## src/rtl/pce_pkg.sv

```systemverilog
// Shared types and width helpers for the product-code encoder.
// PCE_SECDED_EN widens every Hamming codeword by one overall-parity bit.
package pce_pkg;

  typedef enum logic [1:0] {IDLE, COLLECT, ENCODE, OUT} state_t;

  // Smallest p with 2^p >= k + p + 1.
  function automatic int parity_count(input int k);
    int p;
    p = 1;
    while ((1 << p) < k + p + 1) p++;
    return p;
  endfunction

  function automatic int enc_width(input int k);
`ifdef PCE_SECDED_EN
    return k + parity_count(k) + 1;
`else
    return k + parity_count(k);
`endif
  endfunction

  function automatic int diag_width(input int rows, input int cols);
    return rows + cols - 1;
  endfunction

  function automatic int cw_width(input int rows, input int cols);
    return rows * cols + enc_width(rows) + enc_width(cols)
           + enc_width(diag_width(rows, cols));
  endfunction

endpackage

```

## src/rtl/hamming_sec_enc.sv

```systemverilog
// Combinational Hamming single-error-correcting encoder for a K-bit vector.
// With PCE_SECDED_EN an overall even-parity bit is prepended as the new MSB.
module hamming_sec_enc
  import pce_pkg::*;
#(
  parameter int K = 8,
  localparam int P = parity_count(K),
  localparam int N = K + P,
  localparam int W = enc_width(K)
) (
  input  logic [K-1:0] data,
  output logic [W-1:0] code
);

  logic [N-1:0] sec;

  always_comb begin
    sec = '0;
    // Position q (1-based) holds data bit q-1-clog2(q+1) unless q is a power of two.
    for (int q = 1; q <= N; q++) begin
      if ((q & (q - 1)) != 0) sec[q-1] = data[q - 1 - $clog2(q + 1)];
    end
    for (int j = 0; j < P; j++) begin
      for (int q = 1; q <= N; q++) begin
        if ((((q >> j) & 1) == 1) && ((q & (q - 1)) != 0))
          sec[(1 << j) - 1] = sec[(1 << j) - 1] ^ sec[q-1];
      end
    end
  end

`ifdef PCE_SECDED_EN
  assign code = {^sec, sec};
`else
  assign code = sec;
`endif

endmodule

```

## src/rtl/product_code_encoder.sv

```systemverilog
// Streaming ROWSxCOLS product-code encoder: row/column/anti-diagonal parity, each Hamming-encoded.
// Define PCE_SECDED_EN to extend each parity codeword with an overall parity bit (SECDED).
module product_code_encoder
  import pce_pkg::*;
#(
  parameter int ROWS = 8,
  parameter int COLS = 8,
  localparam int ND   = diag_width(ROWS, COLS),
  localparam int NH   = enc_width(ROWS),
  localparam int NV   = enc_width(COLS),
  localparam int NDE  = enc_width(ND),
  localparam int CW_W = cw_width(ROWS, COLS)
) (
  input  logic            clk,
  input  logic            rst,
  input  logic            in_valid,
  output logic            in_ready,
  input  logic [COLS-1:0] in_data,
  output logic            out_valid,
  input  logic            out_ready,
  output logic [CW_W-1:0] out_code,
  output logic            busy
);

  localparam int RW = (ROWS > 1) ? $clog2(ROWS) : 1;
  localparam logic [RW-1:0] LAST_ROW = RW'(ROWS - 1);

  state_t               state;
  logic [RW-1:0]        row_cnt;
  logic [ROWS*COLS-1:0] data_reg;
  logic [ROWS-1:0]      h_reg;
  logic [COLS-1:0]      v_reg;
  logic [ND-1:0]        d_reg;
  logic [RW-1:0]        cur_row;
  logic [ND-1:0]        d_base;
  logic [ND-1:0]        d_row;
  logic [NH-1:0]        h_enc;
  logic [NV-1:0]        v_enc;
  logic [NDE-1:0]       d_enc;
  logic                 accept;

  assign accept  = in_valid && in_ready;
  assign cur_row = (state == COLLECT) ? row_cnt : '0;
  assign busy    = (state != IDLE);

  // Row 0 column c lands on diagonal ND-1-c; each later row shifts one step toward D[0].
  always_comb begin
    d_base = '0;
    for (int c = 0; c < COLS; c++) d_base[ND-1-c] = in_data[c];
  end
  assign d_row = d_base >> cur_row;

  hamming_sec_enc #(.K(ROWS)) u_h_enc (.data(h_reg), .code(h_enc));
  hamming_sec_enc #(.K(COLS)) u_v_enc (.data(v_reg), .code(v_enc));
  hamming_sec_enc #(.K(ND))   u_d_enc (.data(d_reg), .code(d_enc));

  always_ff @(posedge clk) begin
    if (rst) begin
      state     <= IDLE;
      row_cnt   <= '0;
      data_reg  <= '0;
      h_reg     <= '0;
      v_reg     <= '0;
      d_reg     <= '0;
      in_ready  <= 1'b0;
      out_valid <= 1'b0;
      out_code  <= '0;
    end else begin
      case (state)
        IDLE: begin
          in_ready <= 1'b1;
          if (accept) begin
            // First row restarts the running V/D accumulators.
            data_reg[COLS-1:0] <= in_data;
            h_reg[0]           <= ^in_data;
            v_reg              <= in_data;
            d_reg              <= d_row;
            if (ROWS == 1) begin
              in_ready <= 1'b0;
              state    <= ENCODE;
            end else begin
              row_cnt <= RW'(1);
              state   <= COLLECT;
            end
          end
        end
        COLLECT: begin
          if (accept) begin
            data_reg[int'(row_cnt)*COLS +: COLS] <= in_data;
            h_reg[row_cnt]                       <= ^in_data;
            v_reg                                <= v_reg ^ in_data;
            d_reg                                <= d_reg ^ d_row;
            if (row_cnt == LAST_ROW) begin
              row_cnt  <= '0;
              in_ready <= 1'b0;
              state    <= ENCODE;
            end else begin
              row_cnt <= row_cnt + RW'(1);
            end
          end
        end
        ENCODE: begin
          out_code  <= {data_reg, h_enc, v_enc, d_enc};
          out_valid <= 1'b1;
          state     <= OUT;
        end
        OUT: begin
          if (out_ready) begin
            out_valid <= 1'b0;
            in_ready  <= 1'b1;
            state     <= IDLE;
          end
        end
        default: state <= IDLE;
      endcase
    end
  end

endmodule

```

## config.mk

```make
export PLATFORM = sky130hd
export DESIGN_NAME = product_code_encoder
export DESIGN_NICKNAME = d
export VERILOG_FILES = /design/src/rtl/pce_pkg.sv /design/src/rtl/hamming_sec_enc.sv /design/src/rtl/product_code_encoder.sv
export SDC_FILE = /design/constraint.sdc
export NUM_CORES = 1
export LEC_CHECK = 0
export CAP_MARGIN = 20
export CORE_MARGIN = 5
export CORE_UTILIZATION = 35
export DETAILED_ROUTE_END_ITERATION = 12
export PLACE_DENSITY = 0.64
export REMOVE_ABC_BUFFERS = 1
export SLEW_MARGIN = 20
export SYNTH_ARGS = -nofsm -noshare
export SYNTH_HDL_FRONTEND = slang
export SYNTH_SLANG_ARGS = --single-unit
```

## constraint.sdc

```tcl
create_clock -name clk -period 2.4 [get_ports clk]
set_input_delay 0.36 -clock clk [delete_from_list [all_inputs] [get_ports clk]]
set_output_delay 0.36 -clock clk [all_outputs]
set_load 0.005 [all_outputs]
```

==> metrics.txt, run 1 <==
# TYPE chip_impl_metric gauge
chip_impl_metric{name="cp.buffers_inverters",unit=""} 3
chip_impl_metric{name="floorplan.die.height",unit="um"} 168
chip_impl_metric{name="netlist-cell-type-count",unit=""} 48
chip_impl_metric{name="routed-wl-met3",unit="um"} 1080
chip_impl_metric{name="synthToLayoutAreaGrowth",unit="%"} 29.6
chip_impl_metric{name="insertion_delay",unit="ns"} 0.51
chip_impl_metric{name="drt_pass1_iterations",unit=""} 5
chip_impl_metric{name="netlist_area",unit="um^2"} 8780
chip_impl_metric{name="fp-row-count",unit=""} 58
chip_impl_metric{name="grt_start_max_net_pins",unit=""} 62
chip_impl_info{name="reg2reg_to",value="data_reg[61]"} 1
chip_impl_metric{name="place.port_buffers",unit=""} 122
chip_impl_metric{name="seq_power_share",unit=""} 0.399
chip_impl_metric{name="antenna_found_initial",unit=""} 0
chip_impl_info{name="yosysMostFrequentCell",value="sky130_fd_sc_hd__nor2_1"} 1
chip_impl_metric{name="dr_total_vias",unit=""} 6445
chip_impl_metric{name="dr.first_iter.drc_count",unit=""} 472
chip_impl_info{name="highest_layer",value="met4"} 1
chip_impl_metric{name="combinational_share_of_power",unit=""} 0.222
chip_impl_metric{name="fp.coreArea",unit="um^2"} 25000
chip_impl_metric{name="layout_worst_path_cycle_share",unit=""} 0.949
chip_impl_metric{name="worstMarginPinSlew",unit="ns"} 0.680
chip_impl_metric{name="internal_power",unit="W"} 0.00681
chip_impl_metric{name="clock.fmax",unit="MHz"} 439
chip_impl_metric{name="h_tree_depth",unit=""} 1
chip_impl_metric{name="power.switching",unit="W"} 0.00267
chip_impl_metric{name="gp_congestion",unit=""} 0.842
chip_impl_metric{name="timing_max_transition_violations_final",unit=""} 0
chip_impl_metric{name="syn_avg_cell_area",unit="um^2"} 9.69
chip_impl_metric{name="clkSinkCount",unit=""} 210
chip_impl_metric{name="finalWorstPathRequiredPeriod",unit="ns"} 2.28
chip_impl_info{name="critical_path.slowest_cell",value="sky130_fd_sc_hd__clkdlybuf4s50_1"} 1
chip_impl_metric{name="clock-skew-final",unit="ns"} 0.0159
chip_impl_metric{name="antennaDiodeCount",unit=""} 0
chip_impl_metric{name="cts_hold_buf",unit=""} 0
chip_impl_metric{name="synthesis.instances",unit=""} 906
chip_impl_metric{name="power_per_cell_area",unit="nW/um^2"} 834
chip_impl_metric{name="cap_violations",unit=""} 0
chip_impl_metric{name="r2r_slack",unit="ns"} 0.24
chip_impl_metric{name="dp_hpwl",unit="um"} 14600
chip_impl_metric{name="remaining_drc_errors",unit=""} 0
chip_impl_metric{name="netSwitchingFraction",unit=""} 0.282
chip_impl_metric{name="finalSetupTns",unit="ns"} 0
chip_impl_info{name="unrepaired_setup_endpoints_after_global_routing",value="no"} 1
chip_impl_info{name="critical-path-top-cell-by-count",value="sky130_fd_sc_hd__inv_1"} 1
chip_impl_metric{name="async_flop_share",unit=""} 0
chip_impl_metric{name="track_usage",unit=""} 0.146
chip_impl_metric{name="finish.net_count",unit=""} 1057
chip_impl_info{name="worst_hold_startpoint",value="rst"} 1
chip_impl_info{name="yosysTopAreaCell",value="sky130_fd_sc_hd__dfxtp_1"} 1
chip_impl_metric{name="synthDominantCellAreaShare",unit=""} 0.479
chip_impl_metric{name="grt_pass1_vias",unit=""} 6340
chip_impl_metric{name="worst-r2r-cell-count",unit=""} 6
chip_impl_metric{name="wl_cell",unit="um"} 15.2
chip_impl_metric{name="cts.path.max_buffers",unit=""} 3
chip_impl_info{name="synth_ff_type",value="sky130_fd_sc_hd__dfxtp_1"} 1
chip_impl_info{name="cp-start-kind",value="flop"} 1
chip_impl_metric{name="wl_met1",unit="um"} 9670
chip_impl_metric{name="final-instance-count-excl-fill",unit=""} 1382
chip_impl_metric{name="finalCoreUtilization",unit=""} 0.455
chip_impl_metric{name="die_area",unit="um^2"} 28300
chip_impl_info{name="hold_path.class",value="in -> reg"} 1
chip_impl_metric{name="ys_warn_count",unit=""} 0
chip_impl_metric{name="number_of_buffers_added_for_setup_after_cts",unit=""} 0
chip_impl_info{name="timing.hold.worst_endpoint",value="out_code[7]"} 1
chip_impl_metric{name="cp_slowest_stage_delay",unit="ns"} 0.54
chip_impl_metric{name="timing.final.hold_violations",unit=""} 0
chip_impl_metric{name="seq_area_frac_synth",unit=""} 0.479
chip_impl_metric{name="grt_first_pass_wirelength",unit="um"} 34300
chip_impl_info{name="cpLargestDelayFamily",value="buffers and inverters"} 1
chip_impl_info{name="tritoncts",value="done"} 1
chip_impl_metric{name="initial_core_util",unit=""} 0.352
chip_impl_metric{name="synth_edf_count",unit=""} 0
chip_impl_metric{name="via_per_inst",unit=""} 4.66
chip_impl_metric{name="detail-route-antenna-nets",unit=""} 0
chip_impl_metric{name="global_route.overflow_total",unit=""} 0
chip_impl_metric{name="hold_path_cells",unit=""} 2
chip_impl_metric{name="ir_worst_vdd",unit="V"} 0.000429
chip_impl_info{name="ys_top_cells_by_count",value="sky130_fd_sc_hd__nor2_1 (214), sky130_fd_sc_hd__dfxtp_1 (210), sky130_fd_sc_hd__mux2i_1 (172)"} 1
chip_impl_metric{name="wire_length_reported_by_the_detailed_router",unit="um"} 21000
chip_impl_metric{name="synth_seq_cells",unit=""} 210
chip_impl_info{name="timing_worst_setup_path_type",value="reg -> out"} 1
chip_impl_metric{name="leakage",unit="nW"} 4.15
chip_impl_metric{name="layout-drive-gt1-share",unit=""} 0.0970
chip_impl_metric{name="chipWidth",unit="um"} 168
chip_impl_metric{name="cp.arrival",unit="ns"} 1.92
chip_impl_metric{name="cts.repair.resized",unit=""} 0
chip_impl_info{name="path_cells",value="inv_1 -> ha_1 -> inv_1 -> clkdlybuf4s50_1"} 1
chip_impl_metric{name="ios",unit=""} 123
chip_impl_metric{name="wl_met2",unit="um"} 9930
chip_impl_metric{name="max_ffs_per_register",unit=""} 108
chip_impl_metric{name="placedCellCount",unit=""} 1339
chip_impl_info{name="setup.worst_path.end_class",value="primary output"} 1
chip_impl_metric{name="dpl-instance-area",unit="um^2"} 10600
chip_impl_metric{name="number_of_failing_setup_endpoints_in_the_final_timing_report",unit=""} 0
chip_impl_metric{name="final_cell_area",unit="um^2"} 11400
chip_impl_metric{name="cp.required",unit="ns"} 2.04
chip_impl_info{name="worstReg2RegStart",value="row_cnt[0]"} 1
chip_impl_metric{name="crit_fanout",unit=""} 5
chip_impl_metric{name="share_clk_of_total_power",unit=""} 0.379
chip_impl_info{name="clock-root-buffer",value="sky130_fd_sc_hd__clkbuf_16"} 1
chip_impl_metric{name="clkTransAtPathRegs",unit="ns"} 0.06
chip_impl_info{name="synth.top_cells.by_area",value="sky130_fd_sc_hd__dfxtp_1 (48%), sky130_fd_sc_hd__mux2i_1 (20%), sky130_fd_sc_hd__nor2_1 (9.2%), sky130_fd_sc_hd__xnor2_1 (6.0%), sky130_fd_sc_hd__nand2_1 (1.8%)"} 1
chip_impl_info{name="run_status",value="complete, no violations"} 1
chip_impl_metric{name="relSlewSlack",unit=""} 0.544
chip_impl_metric{name="clock_buffers_created_by_tritoncts",unit=""} 24
==> kinds of logic after synthesis <==
group,Yosys count,share of synthesized area
and+or+nand+nor,315,0.153
xor gates and xnor gates,71,0.0724
buffers and inverters,68,0.0318
DFF,210,0.479
muxes,179,0.210
adders and majority gates,10,0.0143
AOI/OAI and AO/OA,53,0.0389
==> power by group through the flow <==
stage                     Clock [W]  Combinational [W]  Sequential, W
after detailed placement          0            0.00212        0.00387
after global placement            0            0.00211        0.00386
after global routing        0.00385            0.00229        0.00381
after floorplan                   0            0.00154        0.00385
after CTS                   0.00372            0.00212        0.00379
final                       0.00359            0.00210        0.00379
==> cells in the final DEF, fill, tap and decap left out, types with 8 or more instances in the layout <==
master	n
sky130_fd_sc_hd__a211oi_1	8
sky130_fd_sc_hd__nor3_1	11
sky130_fd_sc_hd__mux2i_1	172
sky130_fd_sc_hd__dfxtp_1	210
sky130_fd_sc_hd__xnor2_1	60
sky130_fd_sc_hd__clkdlybuf4s50_1	121
sky130_fd_sc_hd__a21oi_1	15
sky130_fd_sc_hd__clkbuf_16	24
sky130_fd_sc_hd__o21ai_0	13
sky130_fd_sc_hd__ha_1	8
sky130_fd_sc_hd__nand2_1	43
sky130_fd_sc_hd__nand3_1	10
sky130_fd_sc_hd__xor2_1	10
sky130_fd_sc_hd__buf_4	32
sky130_fd_sc_hd__and2_1	9
sky130_fd_sc_hd__nor2_1	214
sky130_fd_sc_hd__inv_1	9
==> worst max-delay path by stage <==
stage	slack, ns	start	endpoint	depth (start not counted)
floorplan	-2.39	state[0]	in_ready	5
global placement	0.07	in_valid	data_reg[18]	6
global route	0.03	row_cnt[0]	data_reg[57]	8
detailed placement	0.05	in_valid	data_reg[19]	6
finish	0.12	state[1]	busy	4
CTS	0.09	state[1]	busy	4
==> per-stage QoR <==
| stage | hold slack [ns] | setup WS [ns] | power, W |
|---|---|---|---|
| after floorplan | 0.429 | -2.39 | 0.00539 |
| after global placement | 0.466 | 0.0704 | 0.00597 |
| after detailed placement | 0.479 | 0.0472 | 0.00598 |
| after CTS | 0.241 | 0.0864 | 0.00963 |
| after global routing | 0.268 | 0.0282 | 0.00995 |
| final | 0.249 | 0.122 | 0.00948 |
==> worst register-to-register path, cell delays in order (launching register included) <==
cell and delay, ns:
sky130_fd_sc_hd__dfxtp_1 0.32, sky130_fd_sc_hd__inv_1 0.06, sky130_fd_sc_hd__ha_1 0.22, sky130_fd_sc_hd__ha_1 0.34
sky130_fd_sc_hd__or4_1 0.81, sky130_fd_sc_hd__mux2i_1 0.24, sky130_fd_sc_hd__nor2_1 0.06
==> layout make-up <==
| cell class | count | area [um^2] |
|---|---|---|
| Timing Repair Buffer | 161 | 1600 |
| Clock buffer | 35 | 712 |
| Tap cell | 330 | 413 |
| Inverter | 10 | 37.5 |
| Multi-Input combinational cell | 628 | 4310 |
| Clock inverter | 8 | 88.8 |
| Fill cell | 2421 | 13600 |
| Sequential cell | 210 | 4200 |
==> per-layer routing <==
metal	track usage	up-vias
li1	-	3279
met1	0.196	2998
met3	0.0270	28
met2	0.244	140
met4	0.0314	0
met5	0	-
Note: power is estimated with default switching activity, not from simulation.
==> run 2, diff against run 1 <==
- CAP_MARGIN: 20 -> not set
==> results of run 2 <==
Same layout as run 1: the final DEF is identical, and so are final timing and power.
==> run 3, diff against run 2 <==
- CORE_MARGIN: 5 -> 4
==> metrics.txt, run 3 (synthesis results as in run 1) <==
# TYPE chip_impl_metric gauge
chip_impl_info{name="run_status",value="complete, no violations"} 1
chip_impl_metric{name="clkTransAtPathRegs",unit="ns"} 0.06
chip_impl_metric{name="remaining_drc_errors",unit=""} 0
chip_impl_metric{name="final-instance-count-excl-fill",unit=""} 1368
chip_impl_info{name="worstSetupStartpoint",value="state[0]"} 1
chip_impl_metric{name="antennaDiodeCount",unit=""} 0
chip_impl_metric{name="hold_path_cells",unit=""} 2
chip_impl_metric{name="wire_length_reported_by_the_detailed_router",unit="um"} 20700
chip_impl_metric{name="h_tree_depth",unit=""} 1
chip_impl_metric{name="postLayoutSetupSlackWorst",unit="ns"} 0.119
chip_impl_metric{name="drt_pass1_iterations",unit=""} 5
chip_impl_metric{name="detail-route-antenna-nets",unit=""} 0
chip_impl_info{name="unrepaired_setup_endpoints_after_global_routing",value="no"} 1
chip_impl_metric{name="wl_cell",unit="um"} 15.2
chip_impl_metric{name="number_of_buffers_added_for_setup_after_cts",unit=""} 0
chip_impl_metric{name="synthToLayoutAreaGrowth",unit="%"} 28.1
chip_impl_metric{name="dr_total_vias",unit=""} 6485
chip_impl_metric{name="placedCellCount",unit=""} 1329
chip_impl_metric{name="track_usage",unit=""} 0.145
chip_impl_info{name="mostFrequentLayoutCells",value="sky130_fd_sc_hd__nor2_1 (214), sky130_fd_sc_hd__dfxtp_1 (210), sky130_fd_sc_hd__mux2i_1 (172)"} 1
chip_impl_metric{name="dp_hpwl",unit="um"} 14200
chip_impl_metric{name="layout_worst_path_cycle_share",unit=""} 0.950
chip_impl_metric{name="insertion_delay",unit="ns"} 0.51
chip_impl_info{name="timing.hold.worst_endpoint",value="data_reg[14]"} 1
chip_impl_metric{name="finalSetupTns",unit="ns"} 0
chip_impl_metric{name="final.fill_count",unit=""} 2352
chip_impl_metric{name="die_area",unit="um^2"} 27700
chip_impl_metric{name="antenna_found_initial",unit=""} 0
chip_impl_metric{name="timing_max_transition_violations_final",unit=""} 0
chip_impl_metric{name="place.port_buffers",unit=""} 122
chip_impl_metric{name="grt_first_pass_wirelength",unit="um"} 33800
chip_impl_metric{name="hold_ws",unit="ns"} 0.253
chip_impl_metric{name="number_of_failing_setup_endpoints_in_the_final_timing_report",unit=""} 0
chip_impl_metric{name="gp_congestion",unit=""} 0.871
chip_impl_metric{name="grt_start_max_net_pins",unit=""} 71
chip_impl_metric{name="timing.final.hold_violations",unit=""} 0
chip_impl_metric{name="initial_core_util",unit=""} 0.359
chip_impl_metric{name="worst-r2r-cell-count",unit=""} 6
chip_impl_metric{name="layout-drive-gt1-share",unit=""} 0.0852
chip_impl_metric{name="leakage",unit="nW"} 4.10
chip_impl_metric{name="clock_buffers_created_by_tritoncts",unit=""} 24
chip_impl_metric{name="finish.net_count",unit=""} 1053
chip_impl_metric{name="multi_input_logic_area",unit="um^2"} 4310
chip_impl_metric{name="total_power",unit="W"} 0.00921
chip_impl_metric{name="clock-skew-final",unit="ns"} 0.0125
chip_impl_metric{name="r2r_slack",unit="ns"} 0.21
chip_impl_metric{name="relSlewSlack",unit=""} 0.606
chip_impl_metric{name="chipWidth",unit="um"} 166
chip_impl_info{name="cp-start-kind",value="flop"} 1
chip_impl_info{name="mostFrequentLayoutCell",value="sky130_fd_sc_hd__nor2_1"} 1
chip_impl_info{name="clock-root-buffer",value="sky130_fd_sc_hd__clkbuf_16"} 1
chip_impl_metric{name="worstMarginPinSlew",unit="ns"} 0.587
chip_impl_info{name="reg2reg_to",value="data_reg[63]"} 1
chip_impl_metric{name="cts.path.max_buffers",unit=""} 3
chip_impl_metric{name="power_per_cell_area",unit="nW/um^2"} 819
chip_impl_metric{name="cp.required",unit="ns"} 2.04
chip_impl_metric{name="ir_worst_vdd",unit="V"} 0.000445
chip_impl_info{name="setup.worst_path.end_class",value="primary output"} 1
chip_impl_metric{name="via_per_inst",unit=""} 4.74
chip_impl_metric{name="pre_cts_ws",unit="ns"} 0.129
chip_impl_metric{name="dr.first_iter.drc_count",unit=""} 385
chip_impl_metric{name="sequential_cell_area",unit="um^2"} 4200
chip_impl_metric{name="fp-row-count",unit=""} 57
chip_impl_metric{name="max_ffs_per_register",unit=""} 108
chip_impl_metric{name="fp.coreArea",unit="um^2"} 24500
chip_impl_metric{name="clock.fmax",unit="MHz"} 438
chip_impl_info{name="worst_hold_startpoint",value="rst"} 1
chip_impl_metric{name="finalWorstPathRequiredPeriod",unit="ns"} 2.28
chip_impl_info{name="timing_worst_setup_path_type",value="reg -> out"} 1
chip_impl_metric{name="cp.arrival",unit="ns"} 1.92
chip_impl_metric{name="cap_violations",unit=""} 0
chip_impl_metric{name="floorplan.die.height",unit="um"} 166
chip_impl_metric{name="global_route.overflow_total",unit=""} 0
chip_impl_info{name="worstReg2RegStart",value="row_cnt[0]"} 1
chip_impl_metric{name="clkSinkCount",unit=""} 210
chip_impl_metric{name="crit_fanout",unit=""} 5
chip_impl_metric{name="ios",unit=""} 123
chip_impl_info{name="tritoncts",value="done"} 1
chip_impl_metric{name="grt_pass1_vias",unit=""} 6199
chip_impl_info{name="hold_path.class",value="in -> reg"} 1
==> run 3: cell count changes in the layout (fill, tap and decap cells not counted), sizes merged <==
cell,before,now
inv,11,10
clkbuf,35,38
clkinv,4,1
clkinvlp,2,0
buf,40,36
bufinv,1,0
==> run 3: how the worst max path moves through the flow <==
stage                        end  slack (ns)
floorplan               in_ready       -2.39
global placement    data_reg[23]        0.16
detailed placement  data_reg[17]        0.13
CTS                         busy        0.08
global route                busy        0.01
finish                      busy        0.12
==> run 3: per-layer routing <==
layer	routed length [um]	global-route usage	vias up
li1	-	-	3276
met1	9780	0.203	3019
met2	9330	0.226	154
met3	1070	0.0307	36
met4	547	0.0438	0
met5	0	0	-
==> run 3: timing repair <==
| item | CTS | global route |
|---|---|---|
| endpoints found under the setup margin | 0 | 1 |
| hold buffers | 0 | 0 |
| gates resized for setup | 0 | 1 |
==> run 3: power breakdown <==
group          switching [W]  internal (W)
combinational        0.00110      0.000939
sequential          0.000145       0.00364
clock                0.00134       0.00204
==> run 3: worst max-delay path, cell delays in order, from the launching register on <==
cell and delay [ns]:
sky130_fd_sc_hd__dfxtp_1 0.37, sky130_fd_sc_hd__inv_1 0.12, sky130_fd_sc_hd__ha_1 0.28, sky130_fd_sc_hd__inv_1 0.11, sky130_fd_sc_hd__clkdlybuf4s50_1 0.53
==> run 3: layout make-up <==
cell class              count  area share
clock inverters             1    0.000445
flip-flops and latches    210       0.374
multi-input cells         628       0.383
clock buffers              38      0.0644
well taps                 324      0.0361
repair buffers            157       0.139
inverters                  10     0.00334
==> run 3: through the flow <==
stage / area, um^2 / utilization
after floorplan: 8530 / -
after global placement: 10500 / 0.430
after detailed placement: 10500 / 0.430
after CTS: 11200 / 0.460
after global routing: 11200 / 0.460
final: 11200 / 0.460
